===== src/rtl/instr_pipe_stage_if.sv =====
// Bus for one instruction pipeline stage: control and data going in,
// registered valid/instruction/PC coming out.
interface instr_pipe_stage_if #(
    parameter int INSTR_W = 11,
    parameter int PC_W    = 6
);
    logic               en;
    logic               flush;
    logic               valid_in;
    logic [INSTR_W-1:0] instr_in;
    logic [PC_W-1:0]    counter_in;
    logic               valid_out;
    logic [INSTR_W-1:0] instr_out;
    logic [PC_W-1:0]    counter_out;

    modport master (
        output en, flush, valid_in, instr_in, counter_in,
        input  valid_out, instr_out, counter_out
    );

    modport slave (
        input  en, flush, valid_in, instr_in, counter_in,
        output valid_out, instr_out, counter_out
    );
endinterface


===== src/rtl/instr_pipe_stage.sv =====
// Single registered instruction pipeline stage with stall and flush.
// Priority on each edge: reset, flush, stall, load.
module instr_pipe_stage #(
    parameter int                 INSTR_W  = 11,
    parameter int                 PC_W     = 6,
    parameter logic [INSTR_W-1:0] NOP_WORD = '0
) (
    input logic                 clk,
    input logic                 reset_n,
    instr_pipe_stage_if.slave   bus
);
    logic               valid_q;
    logic [INSTR_W-1:0] instr_q;
    logic [PC_W-1:0]    counter_q;

    // Data is captured whether or not valid_in is set; valid only tags it.
    always_ff @(posedge clk) begin
        if (!reset_n) begin
            valid_q   <= 1'b0;
            instr_q   <= NOP_WORD;
            counter_q <= '0;
        end else if (bus.flush) begin
            valid_q   <= 1'b0;
            instr_q   <= NOP_WORD;
            counter_q <= '0;
        end else if (bus.en) begin
            valid_q   <= bus.valid_in;
            instr_q   <= bus.instr_in;
            counter_q <= bus.counter_in;
        end
    end

    assign bus.valid_out   = valid_q;
    assign bus.instr_out   = instr_q;
    assign bus.counter_out = counter_q;
endmodule


===== src/flat_wrapper.sv =====
// flat-port wrapper written by rule: the top's interface ports become plain ports
module instr_pipe_stage_flat 
#(
    parameter int                 INSTR_W  = 11,
    parameter int                 PC_W     = 6,
    parameter logic [INSTR_W-1:0] NOP_WORD = '0
)
  (clk, reset_n, bus_en, bus_flush, bus_valid_in, bus_instr_in, bus_counter_in, bus_valid_out, bus_instr_out, bus_counter_out);
  instr_pipe_stage_if #(.INSTR_W(INSTR_W), .PC_W(PC_W)) bus_i ();
  input logic clk;
  input logic reset_n;
  input wire logic [$bits(bus_i.en)-1:0] bus_en;
  input wire logic [$bits(bus_i.flush)-1:0] bus_flush;
  input wire logic [$bits(bus_i.valid_in)-1:0] bus_valid_in;
  input wire logic [$bits(bus_i.instr_in)-1:0] bus_instr_in;
  input wire logic [$bits(bus_i.counter_in)-1:0] bus_counter_in;
  output wire logic [$bits(bus_i.valid_out)-1:0] bus_valid_out;
  output wire logic [$bits(bus_i.instr_out)-1:0] bus_instr_out;
  output wire logic [$bits(bus_i.counter_out)-1:0] bus_counter_out;
  assign bus_i.en = bus_en;
  assign bus_i.flush = bus_flush;
  assign bus_i.valid_in = bus_valid_in;
  assign bus_i.instr_in = bus_instr_in;
  assign bus_i.counter_in = bus_counter_in;
  assign bus_valid_out = bus_i.valid_out;
  assign bus_instr_out = bus_i.instr_out;
  assign bus_counter_out = bus_i.counter_out;
  instr_pipe_stage #(.INSTR_W(INSTR_W), .PC_W(PC_W), .NOP_WORD(NOP_WORD)) u_core (.clk(clk), .reset_n(reset_n), .bus(bus_i));
endmodule

===== config.mk =====
export PLATFORM = sky130hd
export DESIGN_NAME = instr_pipe_stage_flat
export DESIGN_NICKNAME = d
export VERILOG_FILES = /design/src/rtl/instr_pipe_stage_if.sv /design/src/rtl/instr_pipe_stage.sv /design/src/flat_wrapper.sv
export SDC_FILE = /design/constraint.sdc
export NUM_CORES = 1
export LEC_CHECK = 0
export ABC_AREA = 1
export CAP_MARGIN = 20
export CORE_MARGIN = 3
export CORE_UTILIZATION = 37
export CTS_CLUSTER_DIAMETER = 200
export CTS_CLUSTER_SIZE = 12
export DETAILED_ROUTE_END_ITERATION = 16
export PLACE_DENSITY_LB_ADDON = 0.05
export SYNTH_ARGS = -nofsm -noshare
export SYNTH_HDL_FRONTEND = slang
export SYNTH_SLANG_ARGS = --single-unit

===== constraint.sdc =====
create_clock -name clk -period 0.8 [get_ports clk]
set_input_delay 0.08 -clock clk [delete_from_list [all_inputs] [get_ports clk]]
set_output_delay 0.08 -clock clk [all_outputs]
set_load 0.05 [all_outputs]

==> impl_results.md <==
- Number of instances in the synthesized netlist: 79
- Placed cell areas: 0.00134 mm²
- Die span in x: 50.1 µm
- Master of the slowest instance on the critical path: sky130_fd_sc_hd__dfxtp_2
- Core region area: 0.00178 mm²
- Seq/Total Area, Yosys: 50.1%
- Non-Filler Instances: 159
- Setup repair after global routing missed its margin: yes
- Combined global-route utilization of all metal layers: 15.1%
- CTS Root Buffer Type: sky130_fd_sc_hd__clkbuf_4
- Final Core Density: 82.9%
- Area share of the largest cell type after synthesis: 50.1%
- Post-detailed-route count of antenna-violating nets: 0
- Maximum vdd drop: 0.875 mV
- Routability-driven placement congestion ratio: 0.631
- Worst R2R Path Depth: 4
- P per Cell Area: 1350 mW/mm²
- Critical path fanouts, max: 2
- Syn. warnings: 0
- Average footprint of a synthesized cell: 9.11 µm²
- Worst max-slew margin expressed relative to the limit: 89.0%
- Nature of the critical path startpoint: flop
- Met2 GRT Util: 26.1%
- Post-detail-place hpwl: 1220 µm
- Setup slack after layout: -0.0786 ns
- Worst Hold Class: in -> reg
- Share of flip-flops with an asynchronous set or reset after synthesis: 0%
- Number of diodes added for antenna fixing: 0
- CTS buffer count: 3
- Starting density of the core: 40.4%
- Global-route met1 utilization: 16.7%
- DR DRC count: 0
- Signal arrival time at the worst endpoint: 0.80 ns
- CP Class: reg -> out
- Setup total negative slack: -1.29 ns
- Worst R2R Start: u_core.bus.instr_out[5]
- Fin crit period: 0.879 ns
- Post-DR wirelength/cell: 11.4 µm
- Synthesized cell area: 719 µm²
- Type of destination of the critical path: output port
- Via-to-Cell Ratio: 4.40
- Largest delay share family, worst path: flip-flops
- Ports: 40
- Via count of the first global-routing pass: 688
- Met3 demand-to-capacity share in global routing: 4.53%
- Leading register cell type out of synthesis: sky130_fd_sc_hd__dfxtp_1
- Cell chain of the critical path: buf_12
- Vias after detailed routing: 700
- Number of fill cells in the layout: 97
- Placed cells: 143
- Global-route wire length before repair: 2900 µm
- Biggest area contributors in the synthesized netlist: sky130_fd_sc_hd__dfxtp_1 50%, sky130_fd_sc_hd__nand2_1 14%, sky130_fd_sc_hd__a21oi_2 12%
- Worst hold path startpoint: bus_en
- Largest net degree at the start of global routing: 19
- Number of pins exceeding their max-slew limit in the final report: 0
- Overflow left after global routing: 0
- Cell with the most instances after synthesis: sky130_fd_sc_hd__nand2_1
- Floorplan die height: 50.1 µm
- Number of unique standard cell types used by synthesis: 10
- Run status: finished, violations left
- Hold Violations, Final: 0
- H-tree depth reported by CTS: 1
- Total buffers and inverters traversed by the critical path: 1
- Summed area of non-filler cells in the final layout: 0.00148 mm²
- Slew at the pin closest to its max-slew limit: 0.164 ns
- Violations in the final reports: negative setup slack
- # Max-Cap Violations: 0
- Post-Synthesis Net Count: 101
- Number of endpoints failing setup at the final stage: 18
- Number of detailed-route iterations in the first pass: 4
- Clock tree from TritonCTS: done
- Clock slew at the register clock pins of the worst setup and hold paths: 0.10 ns
- Critical path's largest stage delay: 0.37 ns
- Post-cts hold buffer count: 0
- Number of enable-type register cells in the synthesized netlist: 0
- Commonest cells in the synthesized netlist: 26 x sky130_fd_sc_hd__nand2_1, 18 x sky130_fd_sc_hd__dfxtp_1, 11 x sky130_fd_sc_hd__nand2_2
- Row count: 15
- Cell depth of the worst min-delay path: 4
- Number of clock sinks: 18
- Largest clock skew in the final design: 0 ns
- Reg2reg setup slack: 0 ns
- End of the worst register-to-register path: u_core.bus.instr_out[5]
- Post-synthesis register bit count: 18
- Required time at the endpoint of the critical path: 0.72 ns
- Post-layout net count: 157
- Leak Pwr: 0.597 nW
- Post-synthesis cell type with the largest combined area: sky130_fd_sc_hd__dfxtp_1
- Post-route clock period utilization: 110%
- Initial antenna violation count: 0
- Top Usage Layer GRT: met2
- Area growth, synth to finish: 105%
- Worst-skew pair later-pin latency: 0.29 ns
- Max frequency: 1140 MHz
- Wirelength, routed: 1810 µm
- Final hold slack: 0.243 ns
- Fraction of layout instances using a drive strength above 1: 58.2%
- Max Buffers Root-to-Sink: 2
- End point of the most critical hold path: u_core.bus.counter_out[0]
- Overall power consumption: 2.00 mW
- 1st-iter DRT viols: 5
- Worst slack after detailed placement: -0.306 ns
- Die area: 0.00251 mm²
- Buffers added on ports: 39
[cells in the final DEF (no fill, tap or decap), drive strengths merged]
master | netlist | layout
dfxtp | 18 | 18
clkdlybuf4s50 | 0 | 20
clkbuf | 0 | 4
inv | 2 | 1
clkinv | 0 | 1
buf | 4 | 34
a21oi | 18 | 18
nand2 | 37 | 37
dlymetal6s2s | 0 | 1
[timing repair]
action	CTS	global route
endpoints found under the setup margin	18	24
setup buffers	9	3
gates resized for setup	0	4
[cell type report]
| class | count | area (µm²) | share of cell area [%] |
|---|---|---|---|
| clock buffer | 4 | 36.3 | 2.46 |
| inverter | 2 | 20.0 | 1.35 |
| multi-input combinational | 55 | 294 | 19.9 |
| sequential | 18 | 383 | 25.9 |
| tap | 25 | 31.3 | 2.12 |
| timing repair buffer | 55 | 713 | 48.3 |
[state kept, by name, indices dropped and copies added, names as in the netlist]
signal                  count
u_core.bus.valid_out        1
u_core.bus.instr_out       11
u_core.bus.counter_out      6
[report_power, final]
part	total [mW]	switching, mW	leakage, nW	internal, mW
Combinational	0.486	0.218	0.421	0.268
Sequential	0.960	0.0305	0.155	0.930
Clock	0.556	0.279	0.0210	0.277
Total	2.00	0.527	0.597	1.47
[how the worst max path moves through the flow]
stage | to | start | cells after the start
4_1_cts | bus_counter_out[4] | u_core.bus.counter_out[4] | 1
2_1_floorplan | u_core.bus.counter_out[2] | u_core.bus.counter_out[2] | 2
3_3_place_gp | u_core.bus.counter_out[5] | bus_en | 5
5_1_grt | bus_instr_out[3] | u_core.bus.instr_out[3] | 1
6_report | bus_instr_out[2] | u_core.bus.instr_out[2] | 1
3_5_place_dp | u_core.bus.instr_out[8] | bus_en | 5
[cell families (layout without fill, tap and decap cells)]
family	count (synthesis)	in the layout	share of synthesized area [%]
compound gates	18	18	17.7
buf+inv	6	61	9.04
flops	18	18	50.1
simple gates	37	37	23.1
[routing by layer]
| layer | vias up | wire length, µm |
|---|---|---|
| met3 | 2 | 154 |
| li1 | 360 | - |
| met2 | 24 | 885 |
| met1 | 314 | 752 |
| met4 | 0 | 14 |
| met5 | - | 0 |
No activity file was read; power rests on OpenSTA's default activity.
==> patch 1, RTL diff (config.mk and constraints unchanged) <==
`PC_W` is set to 6 in 3 places; all go to 8.
--- a/src/rtl/instr_pipe_stage_if.sv
+++ b/src/rtl/instr_pipe_stage_if.sv
@@ -2,7 +2,7 @@
 // registered valid/instruction/PC coming out.
 interface instr_pipe_stage_if #(
     parameter int INSTR_W = 11,
-    parameter int PC_W    = 6
+    parameter int PC_W    = 8
 );
     logic               en;
     logic               flush;
--- a/src/rtl/instr_pipe_stage.sv
+++ b/src/rtl/instr_pipe_stage.sv
@@ -2,7 +2,7 @@
 // Priority on each edge: reset, flush, stall, load.
 module instr_pipe_stage #(
     parameter int                 INSTR_W  = 11,
-    parameter int                 PC_W     = 6,
+    parameter int                 PC_W     = 8,
     parameter logic [INSTR_W-1:0] NOP_WORD = '0
 ) (
     input logic                 clk,
--- a/src/flat_wrapper.sv
+++ b/src/flat_wrapper.sv
@@ -2,7 +2,7 @@
 module instr_pipe_stage_flat 
 #(
     parameter int                 INSTR_W  = 11,
-    parameter int                 PC_W     = 6,
+    parameter int                 PC_W     = 8,
     parameter logic [INSTR_W-1:0] NOP_WORD = '0
 )
   (clk, reset_n, bus_en, bus_flush, bus_valid_in, bus_instr_in, bus_counter_in, bus_valid_out, bus_instr_out, bus_counter_out);
Interface: changed (resized bus_counter_in and bus_counter_out); port bits go from 40 to 44. The function was not compared with the original's and may differ.
==> patch 1 against the unedited design <==
Count of clock-buffer cells in the layout is 1 lower. Wire length is 11% higher. Non-clock buffer count is 2 lower. Via count is 5.7% higher. Total power is 21% higher. Area after synthesis is 10% higher. Sequential cell count is 2 higher. Cell area is 6.5% higher. The flow still finishes with violations (negative setup slack). Worst setup slack worse by 0.024 ns. Critical path type unchanged.
==> patch 1: results (changes against the unedited design) <==
| Metric | Value |
|---|---|
| Outcome | finished, violations left (unchanged) |
| Detailed-route via count | 740 (was 700) |
| Proportion of layout cells with a drive suffix above 1 | 54.3% (was 58.2%) |
| Most used standard cells in the synthesized netlist | sky130_fd_sc_hd__nand2_1 (41), sky130_fd_sc_hd__a21oi_2 (20), sky130_fd_sc_hd__dfxtp_1 (20) (was sky130_fd_sc_hd__nand2_1 (26), sky130_fd_sc_hd__dfxtp_1 (18), sky130_fd_sc_hd__nand2_2 (11)) |
| Post-DP HPWL | 1440 µm (was 1220 µm) |
| Violated checks | negative setup slack (unchanged) |
| FF+latch count | 20 (was 18) |
| Number of filler instances in the final layout | 127 (was 97) |
| Setup WS pre-CTS | -0.343 ns (was -0.306 ns) |
| First DRT Iteration DRCs | 14 (was 5) |
| Synth top area cells | sky130_fd_sc_hd__dfxtp_1 (51%), sky130_fd_sc_hd__a21oi_2 (22%), sky130_fd_sc_hd__nand2_1 (19%) (was sky130_fd_sc_hd__dfxtp_1 (50%), sky130_fd_sc_hd__nand2_1 (14%), sky130_fd_sc_hd__a21oi_2 (12%)) |
| Worst Setup Slack, final | -0.103 ns (was -0.0786 ns) |
| Final count of negative-setup-slack endpoints | 21 (was 18) |
| Clock group | 0.832 mW (was 0.556 mW) |
| Slew Limit Headroom | 87.3% (was 89.0%) |
| Worst Hold Launch | bus_counter_in[4] (was bus_en) |
| Global Route Usage Sum | 14.3% (was 15.1%) |
| Clock network area share | 3.34% (was 2.46%) |
| Placed insts | 156 (was 143) |
| Hold-critical path depth | 3 (was 4) |
| Signal buffers share of area | 45.8% (was 48.3%) |
| Worst flop-to-flop path startpoint | u_core.bus.instr_out[4] (was u_core.bus.instr_out[5]) |
| Hold Worst Slack | 0.322 ns (was 0.243 ns) |
| Multi-input gates | 61 (was 55) |
| Clock buffer cells | 3 (was 4) |
| Clk slew on worst S/H paths | 0.12 ns (was 0.10 ns) |
| Static leakage | 0.603 nW (was 0.597 nW) |
| Area of the multi-input gates | 332 µm² (was 294 µm²) |
| End point of the worst hold path | u_core.bus.counter_out[4] (was u_core.bus.counter_out[0]) |
| Nets | 165 (was 157) |
| Placer's final routability congestion estimate | 0.602 (was 0.631) |
[patch 1: cell count changes in the layout (fill, tap and decap cells not counted), sizes merged, moves of 2 or more]
cell / change
a21oi: +2
buf: -4
clkdlybuf4s50: +2
dfxtp: +2
nand2: +4
[patch 1: cells by family after synthesis]
group / count (synthesis) / synth area share [%]
AND/OR/NAND/NOR: 41 / 19.4
flip-flops: 20 / 50.6
AO/OA/AOI/OAI: 20 / 22.1
buffers and inverters: 8 / 7.90
[patch 1: per-layer routing]
| metal | vias up | track usage [%] | part of all wire (%) |
|---|---|---|---|
| li1 | 382 | - | - |
| met1 | 331 | 18.4 | 41 |
| met2 | 27 | 23.4 | 50 |
| met3 | 0 | 3.99 | 8.5 |
| met4 | 0 | 3.83 | 0 |
| met5 | - | 0 | 0 |
[patch 1: timing repair]
| action | 4_1_cts | 5_1_grt |
|---|---|---|
| hold endpoints to repair | 0 | 0 |
| gates resized for setup | 3 | 1 |
| buffers inserted | 3 | 4 |
| endpoints found under the setup margin | 25 | 20 |
==> patch 2, RTL diff (config.mk and constraints unchanged) <==
Made on the original files. Reset style: asynchronous (`reset_n`), changed in one clocked block.
--- a/src/rtl/instr_pipe_stage.sv
+++ b/src/rtl/instr_pipe_stage.sv
@@ -14,7 +14,7 @@
     logic [PC_W-1:0]    counter_q;
 
     // Data is captured whether or not valid_in is set; valid only tags it.
-    always_ff @(posedge clk) begin
+    always_ff @(posedge clk or negedge reset_n) begin
         if (!reset_n) begin
             valid_q   <= 1'b0;
             instr_q   <= NOP_WORD;
Check against the original RTL: differs if reset_n is asserted again (counterexample within 4 cycles, from zero or initial values and one cycle with reset_n low); with reset_n held inactive, the same outputs for 10 cycles.
==> patch 2 against the unedited design <==
The flow still finishes with violations (negative setup slack). Total power grew 12%. Area after synthesis increased by 3.7%. Hold slack worse by 0.13 ns. Clock skew did not move. Global-route usage increased by 2.4 points. Worst setup slack worse by 0.093 ns. Via count shrank 0.14%. Sequential share of layout area grew 7.2 points. Non-clock buffer count down 13. Wire length grew 9.6%. Critical path depth unchanged. Cell area is 3.5% lower. Sequential cell count stayed put. Largest cell class unchanged. Largest power group unchanged.
==> patch 2: results (changes against the unedited design) <==
| Metric | Value |
|---|---|
| GRT met2 Usage | 30.0% (was 26.1%) |
| Worst Setup Slack, final | -0.172 ns (was -0.0786 ns) |
| Global Route Usage Sum | 17.5% (was 15.1%) |
| Most used standard cells in the synthesized netlist | sky130_fd_sc_hd__nand2_1 (36), sky130_fd_sc_hd__dfrtp_1 (18), sky130_fd_sc_hd__nand3_1 (17) (was sky130_fd_sc_hd__nand2_1 (26), sky130_fd_sc_hd__dfxtp_1 (18), sky130_fd_sc_hd__nand2_2 (11)) |
| Post-DP HPWL | 1460 µm (was 1220 µm) |
| Slowest library cell on the worst path | sky130_fd_sc_hd__dfrtp_2 (was sky130_fd_sc_hd__dfxtp_2) |
| Sequential Power | 1.03 mW (was 0.960 mW) |
| Total routed wire length on the met1 layer | 773 µm (was 752 µm) |
| Proportion of power drawn by the clock network | 25.0% (was 27.8%) |
| Cell variety after synth | 8 (was 10) |
| Final count of negative-setup-slack endpoints | 18 (unchanged) |
| Static leakage | 0.664 nW (was 0.597 nW) |
| Met3 routed WL | 125 µm (was 154 µm) |
| GR Layer Usage met1 | 21.3% (was 16.7%) |
| Internal Power | 1.58 mW (was 1.47 mW) |
| Placer's final routability congestion estimate | 0.674 (was 0.631) |
| Detail-routed net length per standard cell | 13.6 µm (was 11.4 µm) |
| Class of the most critical hold timing path | in -> async (was in -> reg) |
| Synth top area cells | sky130_fd_sc_hd__dfrtp_1 (60%), sky130_fd_sc_hd__nand2_1 (18%), sky130_fd_sc_hd__nand3_1 (11%) (was sky130_fd_sc_hd__dfxtp_1 (50%), sky130_fd_sc_hd__nand2_1 (14%), sky130_fd_sc_hd__a21oi_2 (12%)) |
| Slew @ Worst Pin | 0.392 ns (was 0.164 ns) |
| Outcome | finished, violations left (unchanged) |
| Proportion of synthesized flip-flops having asynchronous set or reset | 100% (was 0%) |
| Setup WS pre-CTS | -0.383 ns (was -0.306 ns) |
| Portion of the post-synthesis area used by sequential elements | 60.4% (was 50.1%) |
| Vias in the first global route | 684 (was 688) |
| Violated checks | negative setup slack (unchanged) |
| M3 GR Usage | 3.79% (was 4.53%) |
==> patch 2: changes by cell type after synthesis, moves of 8 or more <==
cell | before | now
sky130_fd_sc_hd__a21oi_1 | 8 | 0
sky130_fd_sc_hd__a21oi_2 | 10 | 0
sky130_fd_sc_hd__dfrtp_1 | 0 | 18
sky130_fd_sc_hd__dfxtp_1 | 18 | 0
sky130_fd_sc_hd__nand2_1 | 26 | 36
sky130_fd_sc_hd__nand2_2 | 11 | 0
sky130_fd_sc_hd__nand3_1 | 0 | 17
==> patch 2: cell families after synthesis <==
logic type	after synthesis	synth area share, %
AND/OR/NAND/NOR	55	33.6
flip-flops	18	60.4
buffers and inverters	5	6.04
==> patch 2: path summary, 6_finish.rpt <==
path / start / to / slack [ns] / cells after the start
setup / recovery: u_core.bus.counter_out[3] / bus_counter_out[3] / -0.17 / 1
hold / removal: reset_n / u_core.bus.counter_out[3] / 0.12 / 2
setup reg to reg: u_core.bus.instr_out[3] / u_core.bus.instr_out[3] / 0.02 / 3
hold reg to reg: u_core.bus.instr_out[5] / u_core.bus.instr_out[5] / 0.53 / 2
max in group asynchronous: reset_n / u_core.bus.counter_out[0] / 0.55 / 2
min in group clk: bus_counter_in[3] / u_core.bus.counter_out[3] / 0.33 / 3
==> patch 2: per-stage QoR <==
stage	setup TNS (ns)	instance area, µm²	total power [mW]	cells
after CTS	-3.13	1420	2.27	145
after global routing	-3.62	1430	2.35	146
after detailed placement	-6.37	1370	1.70	140
after global placement	-5.94	1370	1.69	140
after floorplan	0	768	1.30	78
final	-2.95	1430	2.25	146
==> patch 2: area by class of cell <==
type	count	area [µm²]
Fill cell	134	394
Multi-Input combinational cell	56	264
Tap cell	25	31.3
Clock buffer	4	36.3
Sequential cell	18	473
Timing Repair Buffer	42	616
Inverter	1	6.26
